### src/rtl/decoder_2n_pipe_pkg.sv
// Shared types and helpers for the registered N -> 2**N one-hot decoder.
// Holds the occupancy encoding used by the skid stage and the decode function.
package decoder_pkg;

    // Default code width and the matching one-hot width.
    localparam int N_DEF = 2;
    localparam int OUT_W = 2**N_DEF;

    // Widest code the decode helper handles; the block is legal up to N = 5.
    localparam int MAX_N = 5;
    localparam int MAX_W = 2**MAX_N;

    // Number of beats held by the 2-entry skid stage.
    typedef enum logic [1:0] {
        EMPTY = 2'd0,
        ONE   = 2'd1,
        TWO   = 2'd2
    } occ_e;

    // One-hot image of a code. A disabled beat decodes to all zeros, so the
    // result never has more than one bit set.
    function automatic logic [MAX_W-1:0] onehot_of(input logic [MAX_N-1:0] code,
                                                   input logic             en);
        logic [MAX_W-1:0] r;
        r = '0;
        if (en) begin
            r[code] = 1'b1;
        end
        return r;
    endfunction

endpackage

### src/rtl/decoder_2n_pipe_if.sv
// Valid/ready bundle around the decoder: the code stream in, the one-hot
// stream out, and the delivered-beat counter.
// The master side is the producer/consumer environment; the slave side is the decoder.
interface decoder_2n_pipe_if #(
    parameter int N     = 2,
    parameter int CNT_W = 8
);
    localparam int OH_W = 2**N;

    logic             in_valid;
    logic             in_ready;
    logic [N-1:0]     in_code;
    logic             in_en;
    logic             out_valid;
    logic             out_ready;
    logic [OH_W-1:0]  out_onehot;
    logic [N-1:0]     out_code;
    logic [CNT_W-1:0] dec_count;

    modport master (
        output in_valid, in_code, in_en, out_ready,
        input  in_ready, out_valid, out_onehot, out_code, dec_count
    );

    modport slave (
        input  in_valid, in_code, in_en, out_ready,
        output in_ready, out_valid, out_onehot, out_code, dec_count
    );

endinterface

### src/rtl/decoder_2n_pipe_skid.sv
// Generic 2-entry valid/ready skid stage. The main register drives the output
// and the skid register catches the one beat that arrives while the output
// is stalled. This lets in_ready come straight from a flop without losing throughput.
import decoder_pkg::*;

module skid_buffer_2 #(
    parameter int W = OUT_W + N_DEF
) (
    input  logic         clk,
    input  logic         rst_n,
    input  logic         in_valid,
    output logic         in_ready,
    input  logic [W-1:0] in_data,
    output logic         out_valid,
    input  logic         out_ready,
    output logic [W-1:0] out_data
);

    occ_e         state;
    logic [W-1:0] main_q;
    logic [W-1:0] skid_q;
    logic         accept;
    logic         deliver;

    // Handshake qualifiers; data is only ever sampled when accept is high.
    always_comb begin
        accept  = in_valid & in_ready;
        deliver = out_valid & out_ready;
    end

    // Occupancy FSM with registered in_ready/out_valid and the two data registers.
    // in_ready always equals "skid empty" in the next state. It is updated here
    // so that it is a flop and not a decode of the state.
    always_ff @(posedge clk or negedge rst_n) begin
        // NOTE: the data registers are reset too, so out_* reads zero straight out of reset rather than stale or X content.
        if (!rst_n) begin
            state     <= EMPTY;
            in_ready  <= 1'b1;
            out_valid <= 1'b0;
            main_q    <= '0;
            skid_q    <= '0;
        end else begin
            // NOTE: all sequential state uses non-blocking assignment, so every branch reads pre-edge values.
            unique case (state)
                EMPTY: begin
                    if (accept) begin
                        main_q    <= in_data;
                        out_valid <= 1'b1;
                        state     <= ONE;
                    end
                end
                ONE: begin
                    unique case ({accept, deliver})
                        2'b11: begin
                            // Pass-through: the new beat replaces the one leaving, with no bubble.
                            main_q <= in_data;
                        end
                        2'b10: begin
                            // The output is stalled, so park the new beat and close the input.
                            skid_q   <= in_data;
                            in_ready <= 1'b0;
                            state    <= TWO;
                        end
                        2'b01: begin
                            out_valid <= 1'b0;
                            state     <= EMPTY;
                        end
                        default: begin
                        end
                    endcase
                end
                TWO: begin
                    if (deliver) begin
                        // The older parked beat moves up, which keeps FIFO order.
                        main_q   <= skid_q;
                        in_ready <= 1'b1;
                        state    <= ONE;
                    end
                end
                default: begin
                    state     <= EMPTY;
                    in_ready  <= 1'b1;
                    out_valid <= 1'b0;
                end
            endcase
        end
    end

    assign out_data = main_q;

endmodule

### src/rtl/decoder_2n_pipe.sv
// Registered binary-to-one-hot decoder, N -> 2**N, with valid/ready on both sides.
// The decode is done at the accept edge and stored with the code in a 2-entry skid stage.
// A running count of delivered beats is kept beside it.
import decoder_pkg::*;

module decoder_2n_pipe #(
    parameter int N     = 2,
    parameter int CNT_W = 8
) (
    input  logic               clk,
    input  logic               rst_n,
    decoder_2n_pipe_if.slave   bus
);

    localparam int W_OH = 2**N;
    localparam int W_D  = W_OH + N;

    logic [W_OH-1:0]  dec_onehot;
    logic [W_D-1:0]   in_data;
    logic [W_D-1:0]   out_data;
    logic             out_valid;
    logic [CNT_W-1:0] cnt;

    // Decode the incoming code. This is only captured on accept, so X on an
    // ignored input never reaches a register.
    always_comb begin
        // NOTE: every always_comb output gets a full assignment on every path, so no latch is inferred.
        dec_onehot = W_OH'(onehot_of(MAX_N'(bus.in_code), bus.in_en));
        in_data    = {dec_onehot, bus.in_code};
    end

    skid_buffer_2 #(
        .W (W_D)
    ) u_skid (
        .clk       (clk),
        .rst_n     (rst_n),
        .in_valid  (bus.in_valid),
        .in_ready  (bus.in_ready),
        .in_data   (in_data),
        .out_valid (out_valid),
        .out_ready (bus.out_ready),
        .out_data  (out_data)
    );

    // Delivered-beat counter. It includes disabled beats and wraps naturally.
    always_ff @(posedge clk or negedge rst_n) begin
        if (!rst_n) begin
            cnt <= '0;
        end else if (out_valid && bus.out_ready) begin
            cnt <= cnt + CNT_W'(1);
        end
    end

    assign bus.out_valid  = out_valid;
    assign bus.out_onehot = out_data[W_D-1:N];
    assign bus.out_code   = out_data[N-1:0];
    assign bus.dec_count  = cnt;

endmodule

### src/flat_wrapper.sv
// flat-port wrapper written by rule: the top's interface ports become plain ports
module decoder_2n_pipe_flat 
#(
    parameter int N     = 2,
    parameter int CNT_W = 8
)
  (clk, rst_n, bus_in_valid, bus_in_code, bus_in_en, bus_out_ready, bus_in_ready, bus_out_valid, bus_out_onehot, bus_out_code, bus_dec_count);
  decoder_2n_pipe_if #(.N(N), .CNT_W(CNT_W)) bus_i ();
  input  logic clk;
  input  logic rst_n;
  input wire logic [$bits(bus_i.in_valid)-1:0] bus_in_valid;
  input wire logic [$bits(bus_i.in_code)-1:0] bus_in_code;
  input wire logic [$bits(bus_i.in_en)-1:0] bus_in_en;
  input wire logic [$bits(bus_i.out_ready)-1:0] bus_out_ready;
  output wire logic [$bits(bus_i.in_ready)-1:0] bus_in_ready;
  output wire logic [$bits(bus_i.out_valid)-1:0] bus_out_valid;
  output wire logic [$bits(bus_i.out_onehot)-1:0] bus_out_onehot;
  output wire logic [$bits(bus_i.out_code)-1:0] bus_out_code;
  output wire logic [$bits(bus_i.dec_count)-1:0] bus_dec_count;
  assign bus_i.in_valid = bus_in_valid;
  assign bus_i.in_code = bus_in_code;
  assign bus_i.in_en = bus_in_en;
  assign bus_i.out_ready = bus_out_ready;
  assign bus_in_ready = bus_i.in_ready;
  assign bus_out_valid = bus_i.out_valid;
  assign bus_out_onehot = bus_i.out_onehot;
  assign bus_out_code = bus_i.out_code;
  assign bus_dec_count = bus_i.dec_count;
  decoder_2n_pipe #(.N(N), .CNT_W(CNT_W)) u_core (.clk(clk), .rst_n(rst_n), .bus(bus_i));
endmodule
### config.mk
export PLATFORM = sky130hd
export DESIGN_NAME = decoder_2n_pipe_flat
export DESIGN_NICKNAME = d
export VERILOG_FILES = /design/src/rtl/decoder_2n_pipe_pkg.sv /design/src/rtl/decoder_2n_pipe_if.sv /design/src/rtl/decoder_2n_pipe_skid.sv /design/src/rtl/decoder_2n_pipe.sv /design/src/flat_wrapper.sv
export SDC_FILE = /design/constraint.sdc
export NUM_CORES = 1
export LEC_CHECK = 0
export BUFFER_PORTS_ARGS = -buffer_cell sky130_fd_sc_hd__buf_4
export CAP_MARGIN = 25
export CORE_ASPECT_RATIO = 0.8
export CORE_UTILIZATION = 47
export CTS_CLUSTER_SIZE = 12
export DETAILED_ROUTE_END_ITERATION = 16
export PLACE_DENSITY = 0.84
export SYNTH_ARGS = -nofsm -noshare
export SYNTH_HDL_FRONTEND = slang
export SYNTH_SLANG_ARGS = --single-unit
### constraint.sdc
create_clock -name clk -period 1.9 [get_ports clk]
set_clock_uncertainty 0.2 [all_clocks]
set_input_delay 0.285 -clock clk [delete_from_list [all_inputs] [get_ports clk]]
set_output_delay 0.285 -clock clk [all_outputs]
set_load 0.05 [all_outputs]
==> metrics.md, run 1 <==
| Metric | Value |
|---|---|
| Run status | `completed` |
| Post-synthesis net count | `102` |
| DRT met1 WL | `911 um` |
| Number of buffer cells added on primary ports | `22` |
| Routed WL per cell | `13.8 um` |
| Final worst path period share | `96.7%` |
| Non-filler instance count after layout | `149` |
| Overflow left after global routing | `0` |
| Initial antenna violation count | `0` |
| Post-detailed-placement half-perimeter wirelength | `1480 um` |
| Post-cts gate resize count | `0` |
| Startpoint-to-endpoint class of the critical path | `flip-flop to flip-flop` |
| Post-route design area | `1370 um^2` |
| Unrepaired setup endpoints after global routing | `true` |
| Max Slew Vio Count | `0` |
| Maximum number of buffers from clock root to sink | `2` |
| Number of H-tree branching levels | `1` |
| Number of instances in the synthesized netlist | `94` |
| Final wirelength | `2050 um` |
| Netlist area before placement | `1090 um^2` |
| Kind of end point of the critical path | `flip-flop` |
| DRC violation count after routing | `0` |
| Layout Area Growth over Synthesis | `24.8%` |
| Total clock buffers created by CTS | `3` |
| Req. time, crit path | `1.92 ns` |
| Min-Delay Path Class | `input pin to flip-flop` |
| Actual slew at the worst max-slew pin | `0.488 ns` |
| Max VDD drop | `0.000645 V` |
| Worst slack on hold paths | `0.0342 ns` |
| Area of combinational cells with multiple inputs | `479 um^2` |
| Number of primary I/O pins | `23` |
| Crit path launch type | `flip-flop` |
| Total leakage power | `0.702 nW` |
| Power per standard cell area | `593 nW/um^2` |
| Width of the chip | `56.0 um` |
| Fraction of registers with async set or reset after synthesis | `100%` |
| Count of final setup violators | `0` |
| Detailed-routed wire length on met3 | `105 um` |
| Synth top area share | `52.6%` |
| Arrival time at the worst endpoint | `1.86 ns` |
| Biggest area contributors in the synthesized netlist | `dfrtp_1 (53%), mux2_2 (14%), nand2_1 (5.8%)` |
| Synth cell types | `23` |
| Clock tree from TritonCTS | `built` |
| Die footprint | `2530 um^2` |
| Overall track demand over capacity in global routing | `17.7%` |
| Routed length on met2 | `998 um` |
| Number of max-cap violations | `0` |
| Most numerous cell in the Yosys netlist | `dfrtp_1` |
| Max Fclk | `544 MHz` |
| Count of antenna-violating nets left after detailed routing | `0` |
| Vias per cell | `5.32` |
| DR vias | `793` |
| Area of the core | `2180 um^2` |
| Number of global-route vias before repair | `770` |
| Warnings from Yosys | `0` |
| Skew-Pair Late Insertion Delay | `0.32 ns` |
| Diodes inserted | `0` |
| Register area | `603 um^2` |
| Max-Slew Margin vs Limit | `67.4%` |
| Root Driver | `clkbuf_4` |
| Uppermost layer routed | `met4` |
| Nets | `133` |
| Synth cell count leaders | `dfrtp_1 (23), nand2_1 (17), mux2_2 (14)` |
| Leading register cell type out of synthesis | `dfrtp_1` |
| Synthesized area per cell | `11.6 um^2` |
| First-pass GRT wire length | `3290 um` |
| Die Y-Extent | `45.2 um` |
| Clock Sinks | `24` |
| Fillers | `166` |
| Share of cells above drive strength 1 | `40.3%` |
| Critical path fanouts, max | `6` |
| Number of synthesized flops with an enable pin | `0` |
| Endpoints failing hold | `0` |
| Clock transition time at the flip-flop clock pins of the worst setup and hold paths | `0.13 ns` |
| Fin util | `62.8%` |
| Last weighted congestion value of the routability-driven placer | `0.794` |
| Drt pass-1 iters | `4` |
| Setup Total Neg Slack | `0 ns` |
| #FFs+latches synth | `24` |
| Post-synth top area cell | `dfrtp_1` |
| Maximum number of pins on one net before global-route repair | `25` |
| Cell area after placement | `1310 um^2` |
| Number of placement rows | `15` |
| Instance count after placement with tap cells included | `143` |
| Minimum period implied by the final worst setup slack | `1.84 ns` |
| Part of the Yosys area used for sequential elements | `55.0%` |
| Number of violations reported at the end of detailed-routing iteration 0 | `17` |
| Initial Utilization | `50.3%` |
## through the flow
| step | worst slack [ns] | total power, W |
|---|---|---|
| global route | -0.00729 | 0.000835 |
| global placement | 0.0905 | 0.000548 |
| floorplan | -0.0134 | 0.000524 |
| detailed placement | 0.0583 | 0.000548 |
| CTS | 0.0402 | 0.000812 |
| finish | 0.0632 | 0.000811 |
## sequential cells by signal (all words and copies together) (netlist names)
signal / cells
u_core.u_skid.out_valid: 1
u_core.bus.dec_count: 8
u_core.u_skid.in_ready: 1
u_core.u_skid.skid_q: 6
u_core.u_skid.out_data: 6
u_core.u_skid.state: 2
## worst paths after layout
path	startpoint	endpoint	slack [ns]	depth (start not counted)
min in group asynchronous	rst_n	u_core.bus.dec_count[5]$_DFFE_PN0P_	0.18	2
max in group asynchronous	rst_n	u_core.u_skid.in_ready$_DFFE_PN1P_	1.04	2
min reg2reg	u_core.bus.dec_count[7]$_DFFE_PN0P_	u_core.bus.dec_count[7]$_DFFE_PN0P_	0.28	1
min	bus_in_code[1]	u_core.u_skid.skid_q[1]$_DFFE_PN0P_	0.03	2
max reg2reg	u_core.u_skid.state[1]$_DFFE_PN0P_	u_core.u_skid.out_data[3]$_DFFE_PN0P_	0.06	4
max	u_core.u_skid.state[1]$_DFFE_PN0P_	u_core.u_skid.out_data[3]$_DFFE_PN0P_	0.06	4
## final cells by class
cell class | count | share of cell area, %
Tap cell | 25 | 2.29
Multi-Input combinational cell | 67 | 35.1
Sequential cell | 24 | 44.1
Clock buffer | 4 | 2.66
Timing Repair Buffer | 28 | 15.6
Inverter | 1 | 0.275
## where the power goes
group	leakage [nW]	switching, W	internal, W
clock network	0.0210	0.000154	0.000117
registers	0.325	0	0.000511
logic	0.356	0.0000171	0.0000115
total	0.702	0.000171	0.000640
## logic make-up (layout without fill, tap and decap cells)
kind of cell | after synthesis | after routing | share of synthesized area [%]
simple gates | 34 | 34 | 15.0
flops | 24 | 24 | 55.0
mux | 14 | 14 | 14.4
compound gates | 11 | 11 | 7.66
xor+xnor | 7 | 7 | 5.60
buf+inv | 3 | 33 | 1.26
fa+ha+maj | 1 | 1 | 1.14
## routing by layer
layer	global-route usage (%)	vias up
met5	0	-
met4	6.34	0
met3	6.59	6
met2	30.0	22
met1	21.2	380
li1	-	385
## repair_timing
item / in CTS / in global routing
setup buffers: 0 / 1
hold buffers: 1 / 0
hold endpoints to repair: 24 / 0
setup endpoints to repair: 0 / 6
## placed cells by master (no fill, tap or decap), drive strengths merged
cell type	instances
buf	27
dfrtp	23
nand2	17
mux2	14
o21ai	7
xnor2	5
nor2	4
clkbuf	4
nand4	3
nand3	3
xor2	2
nand3b	2
and2	1
inv	1
and3b	1
nor2b	1
a22o	1
a21oi	1
nor3b	1
and3	1
o21a	1
o21bai	1
ha	1
dlygate4sd3	1
dfstp	1
## critical path: stages (launching register included)
cell and delay, ns:
dfrtp_1 0.42, and3b_2 0.26, a22o_4 0.27, a21oi_4 0.22, mux2_2 0.37
(Power assumes the default switching activity.)
==> run 2: changes to the inputs <==
--- a/config.mk
+++ b/config.mk
@@ -5,13 +5,16 @@
 export SDC_FILE = /design/constraint.sdc
 export NUM_CORES = 1
 export LEC_CHECK = 0
+export ABC_AREA = 1
 export BUFFER_PORTS_ARGS = -buffer_cell sky130_fd_sc_hd__buf_4
 export CAP_MARGIN = 25
 export CORE_ASPECT_RATIO = 0.8
-export CORE_UTILIZATION = 47
+export CORE_MARGIN = 4
+export CORE_UTILIZATION = 48
 export CTS_CLUSTER_SIZE = 12
 export DETAILED_ROUTE_END_ITERATION = 16
-export PLACE_DENSITY = 0.84
+export PLACE_DENSITY = 0.85
 export SYNTH_ARGS = -nofsm -noshare
 export SYNTH_HDL_FRONTEND = slang
+export SYNTH_HIERARCHICAL = 1
 export SYNTH_SLANG_ARGS = --single-unit
==> metrics.md, run 2 <==
| Metric | Value |
|---|---|
| Total leakage power | `0.756 nW (+7.7%)` |
| Clock Sinks | `24 (unchanged)` |
| Count of final setup violators | `0 (unchanged)` |
| #FFs+latches synth | `24 (unchanged)` |
| Part of the Yosys area used for sequential elements | `50.3% (-4.7 points)` |
| Width of the chip | `63.8 um (+14%)` |
| Number of violations reported at the end of detailed-routing iteration 0 | `34 (+17)` |
| Nets | `191 (+44%)` |
| Leading cell type in the layout, fill and taps excluded | `nand2_1` |
| Clock transition time at the flip-flop clock pins of the worst setup and hold paths | `0.12 ns (about the same)` |
| Buffers inserted during post-CTS setup optimization | `0 (unchanged)` |
| Number of max-cap violations | `0 (unchanged)` |
| Run status | `completed` |
| Endpoints failing hold | `0 (unchanged)` |
| Max VDD drop | `0.000322 V (-50%)` |
| Fraction of registers with async set or reset after synthesis | `100% (unchanged)` |
| Register area | `602 um^2 (-0.21%)` |
| Critical path fanouts, max | `13 (+7)` |
| Netlist area before placement | `1200 um^2 (+9.3%)` |
| Synth cell types | `18 (-22%)` |
| Number of H-tree branching levels | `1 (unchanged)` |
| Kind of end point of the critical path | `flip-flop` |
| Min-Delay Path Class | `input pin to flip-flop` |
| Clock tree from TritonCTS | `built` |
| Post-cts gate resize count | `0 (unchanged)` |
| DRC violation count after routing | `0 (unchanged)` |
| Post-route design area | `1440 um^2 (+5.0%)` |
| Req. time, crit path | `1.89 ns (-0.03 ns)` |
| Initial antenna violation count | `0 (unchanged)` |
| Crit path launch type | `flip-flop` |
| Maximum number of pins on one net before global-route repair | `25 (unchanged)` |
| Cell area after placement | `1400 um^2 (+6.6%)` |
| Skew-Pair Late Insertion Delay | `0.30 ns (-0.02 ns)` |
| Share of cells above drive strength 1 | `19.2% (-21 points)` |
| Overflow left after global routing | `0 (unchanged)` |
| DR vias | `1027 (+30%)` |
| Max-Slew Margin vs Limit | `65.7% (-1.7 points)` |
| Post-detailed-placement half-perimeter wirelength | `1820 um (+23%)` |
| Synthesized area per cell | `7.67 um^2 (-34%)` |
| Number of buffer cells added on primary ports | `22 (unchanged)` |
| Setup Total Neg Slack | `0 ns (unchanged)` |
| Diodes inserted | `0 (unchanged)` |
| Area of the core | `2270 um^2 (+4.3%)` |
| Actual slew at the worst max-slew pin | `0.511 ns (+0.0230 ns)` |
| Startpoint-to-endpoint class of the critical path | `flip-flop to flip-flop` |
| Instance count after placement with tap cells included | `211 (+48%)` |
| First-pass GRT wire length | `3920 um (+19%)` |
| Power per standard cell area | `533 nW/um^2 (-10%)` |
| Initial Utilization | `52.7% (+2.4 points)` |
| Most numerous cell in the Yosys netlist | `nand2_1` |
| Number of placement rows | `15 (unchanged)` |
| Maximum number of buffers from clock root to sink | `2 (unchanged)` |
| Synth cell count leaders | `nand2_1 (67), dfrtp_1 (23), inv_1 (20)` |
| Leading register cell type out of synthesis | `dfrtp_1` |
| Die Y-Extent | `52.7 um (+17%)` |
| Number of instances in the synthesized netlist | `156 (+66%)` |
| Number of synthesized flops with an enable pin | `0 (unchanged)` |
| Layout Area Growth over Synthesis | `20.0%` |
| Final wirelength | `2300 um (+12%)` |
| Final worst path period share | `84.8% (-12 points)` |
| Routed WL per cell | `10.7 um (-23%)` |
| Fillers | `208 (+25%)` |
| Flip-flop count of the largest register after layout | `8 (unchanged)` |
| Root Driver | `clkbuf_4` |
| Post-synth top area cell | `dfrtp_1` |
| Arrival time at the worst endpoint | `1.60 ns (-0.26 ns)` |
| Post-synthesis net count | `164 (+61%)` |
| Die footprint | `3360 um^2 (+33%)` |
| Area of combinational cells with multiple inputs | `507 um^2 (+5.7%)` |
| Drt pass-1 iters | `4 (unchanged)` |
| Warnings from Yosys | `6 (+6)` |
| Worst slack on hold paths | `0.0404 ns (+0.00613 ns)` |
| Vias per cell | `4.75 (-11%)` |
| Non-filler instance count after layout | `216 (+45%)` |
| Minimum period implied by the final worst setup slack | `1.61 ns (-0.226 ns)` |
| Last weighted congestion value of the routability-driven placer | `0.879 (+11%)` |
| Count of antenna-violating nets left after detailed routing | `0 (unchanged)` |
| Number of global-route vias before repair | `949 (+23%)` |
| Overall track demand over capacity in global routing | `15.2% (-2.5 points)` |
| Total clock buffers created by CTS | `3 (unchanged)` |
| Biggest area contributors in the synthesized netlist | `dfrtp_1 (48%), nand2_1 (21%), nand3_1 (7.1%)` |
| Power after layout | `0.000764 W (-5.7%)` |
| Number of primary I/O pins | `23 (unchanged)` |
| Max Slew Vio Count | `0 (unchanged)` |
| Synth top area share | `48.1% (-4.5 points)` |
| Commonest cells after routing, fill and taps aside | `nand2_1 (67), dfrtp_1 (23), buf_4 (22)` |
| Max Fclk | `621 MHz (+14%)` |
| Unrepaired setup endpoints after global routing | `false` |
## run 2: cells by family (layout without fill, tap and decap cells)
| kind of cell | Yosys count | in the layout | synth area share, % |
|---|---|---|---|
| AO/OA/AOI/OAI | 8 | 8 | 3.35 |
| multiplexers | 1 | 1 | 0.941 |
| AND/OR/NAND/NOR | 95 | 95 | 34.1 |
| buffers and inverters | 23 | 49 | 7.32 |
| flip-flops | 24 | 24 | 50.3 |
| XOR/XNOR | 4 | 4 | 2.93 |
| adder cells (fa/ha/maj) | 1 | 1 | 1.05 |
## run 2: critical path, stage by stage (launching register included)
cell and delay (ns):
dfstp_2 0.58, nand2_1 0.08, inv_1 0.09, nand3_1 0.32, nand2_1 0.15, o21ai_1 0.07
## run 2: layout make-up
cell class	instances	area share, %
clock buffer	4	1.83
inverter	22	5.75
multi-input combinational	109	35.3
sequential	24	41.9
tap	34	2.96
timing repair buffer	23	12.2
## run 2: through the flow
| step | setup WS, ns | util [%] |
|---|---|---|
| after global routing | 0.158 | 63.2 |
| after CTS | 0.298 | 63.2 |
| after floorplan | 0.194 | - |
| after detailed placement | 0.317 | 61.6 |
| after global placement | 0.400 | 61.6 |
| final | 0.289 | 63.2 |
## run 2: path summary, 6_finish.rpt
kind	cells after the start	endpoint	start	slack, ns
worst min register to register	2	u_core/u_skid/in_ready$_DFFE_PN1P_	u_core/u_skid/in_ready$_DFFE_PN1P_	0.30
min in group asynchronous	2	u_core/u_skid/out_valid$_DFFE_PN0P_	rst_n	0.19
max in group asynchronous	2	u_core/u_skid/in_ready$_DFFE_PN1P_	rst_n	1.03
worst min-delay path	3	u_core/u_skid/skid_q[1]$_DFFE_PN0P_	bus_in_code[1]	0.04
worst max-delay path	5	u_core/u_skid/skid_q[2]$_DFFE_PN0P_	u_core/u_skid/in_ready$_DFFE_PN1P_	0.29
worst max register to register	5	u_core/u_skid/skid_q[2]$_DFFE_PN0P_	u_core/u_skid/in_ready$_DFFE_PN1P_	0.29
## run 2: power breakdown
group | switching [W] | internal [W]
logic | 0.0000194 | 0.0000118
registers | 0 | 0.000511
clock network | 0.000141 | 0.0000819
total | 0.000160 | 0.000604
## run 2: routing by layer
metal	vias to the layer above	track usage (%)	wire, um
met3	2	5.36	131
met1	467	17.4	1040
met2	25	27.8	1120
met5	-	0	0
met4	0	2.15	12
li1	533	-	-
## run 2: what timing repair did
action                                 4_1_cts  5_1_grt
setup endpoints to repair                    0        0
hold buffers                                 1        0
endpoints found under the hold margin       24        0
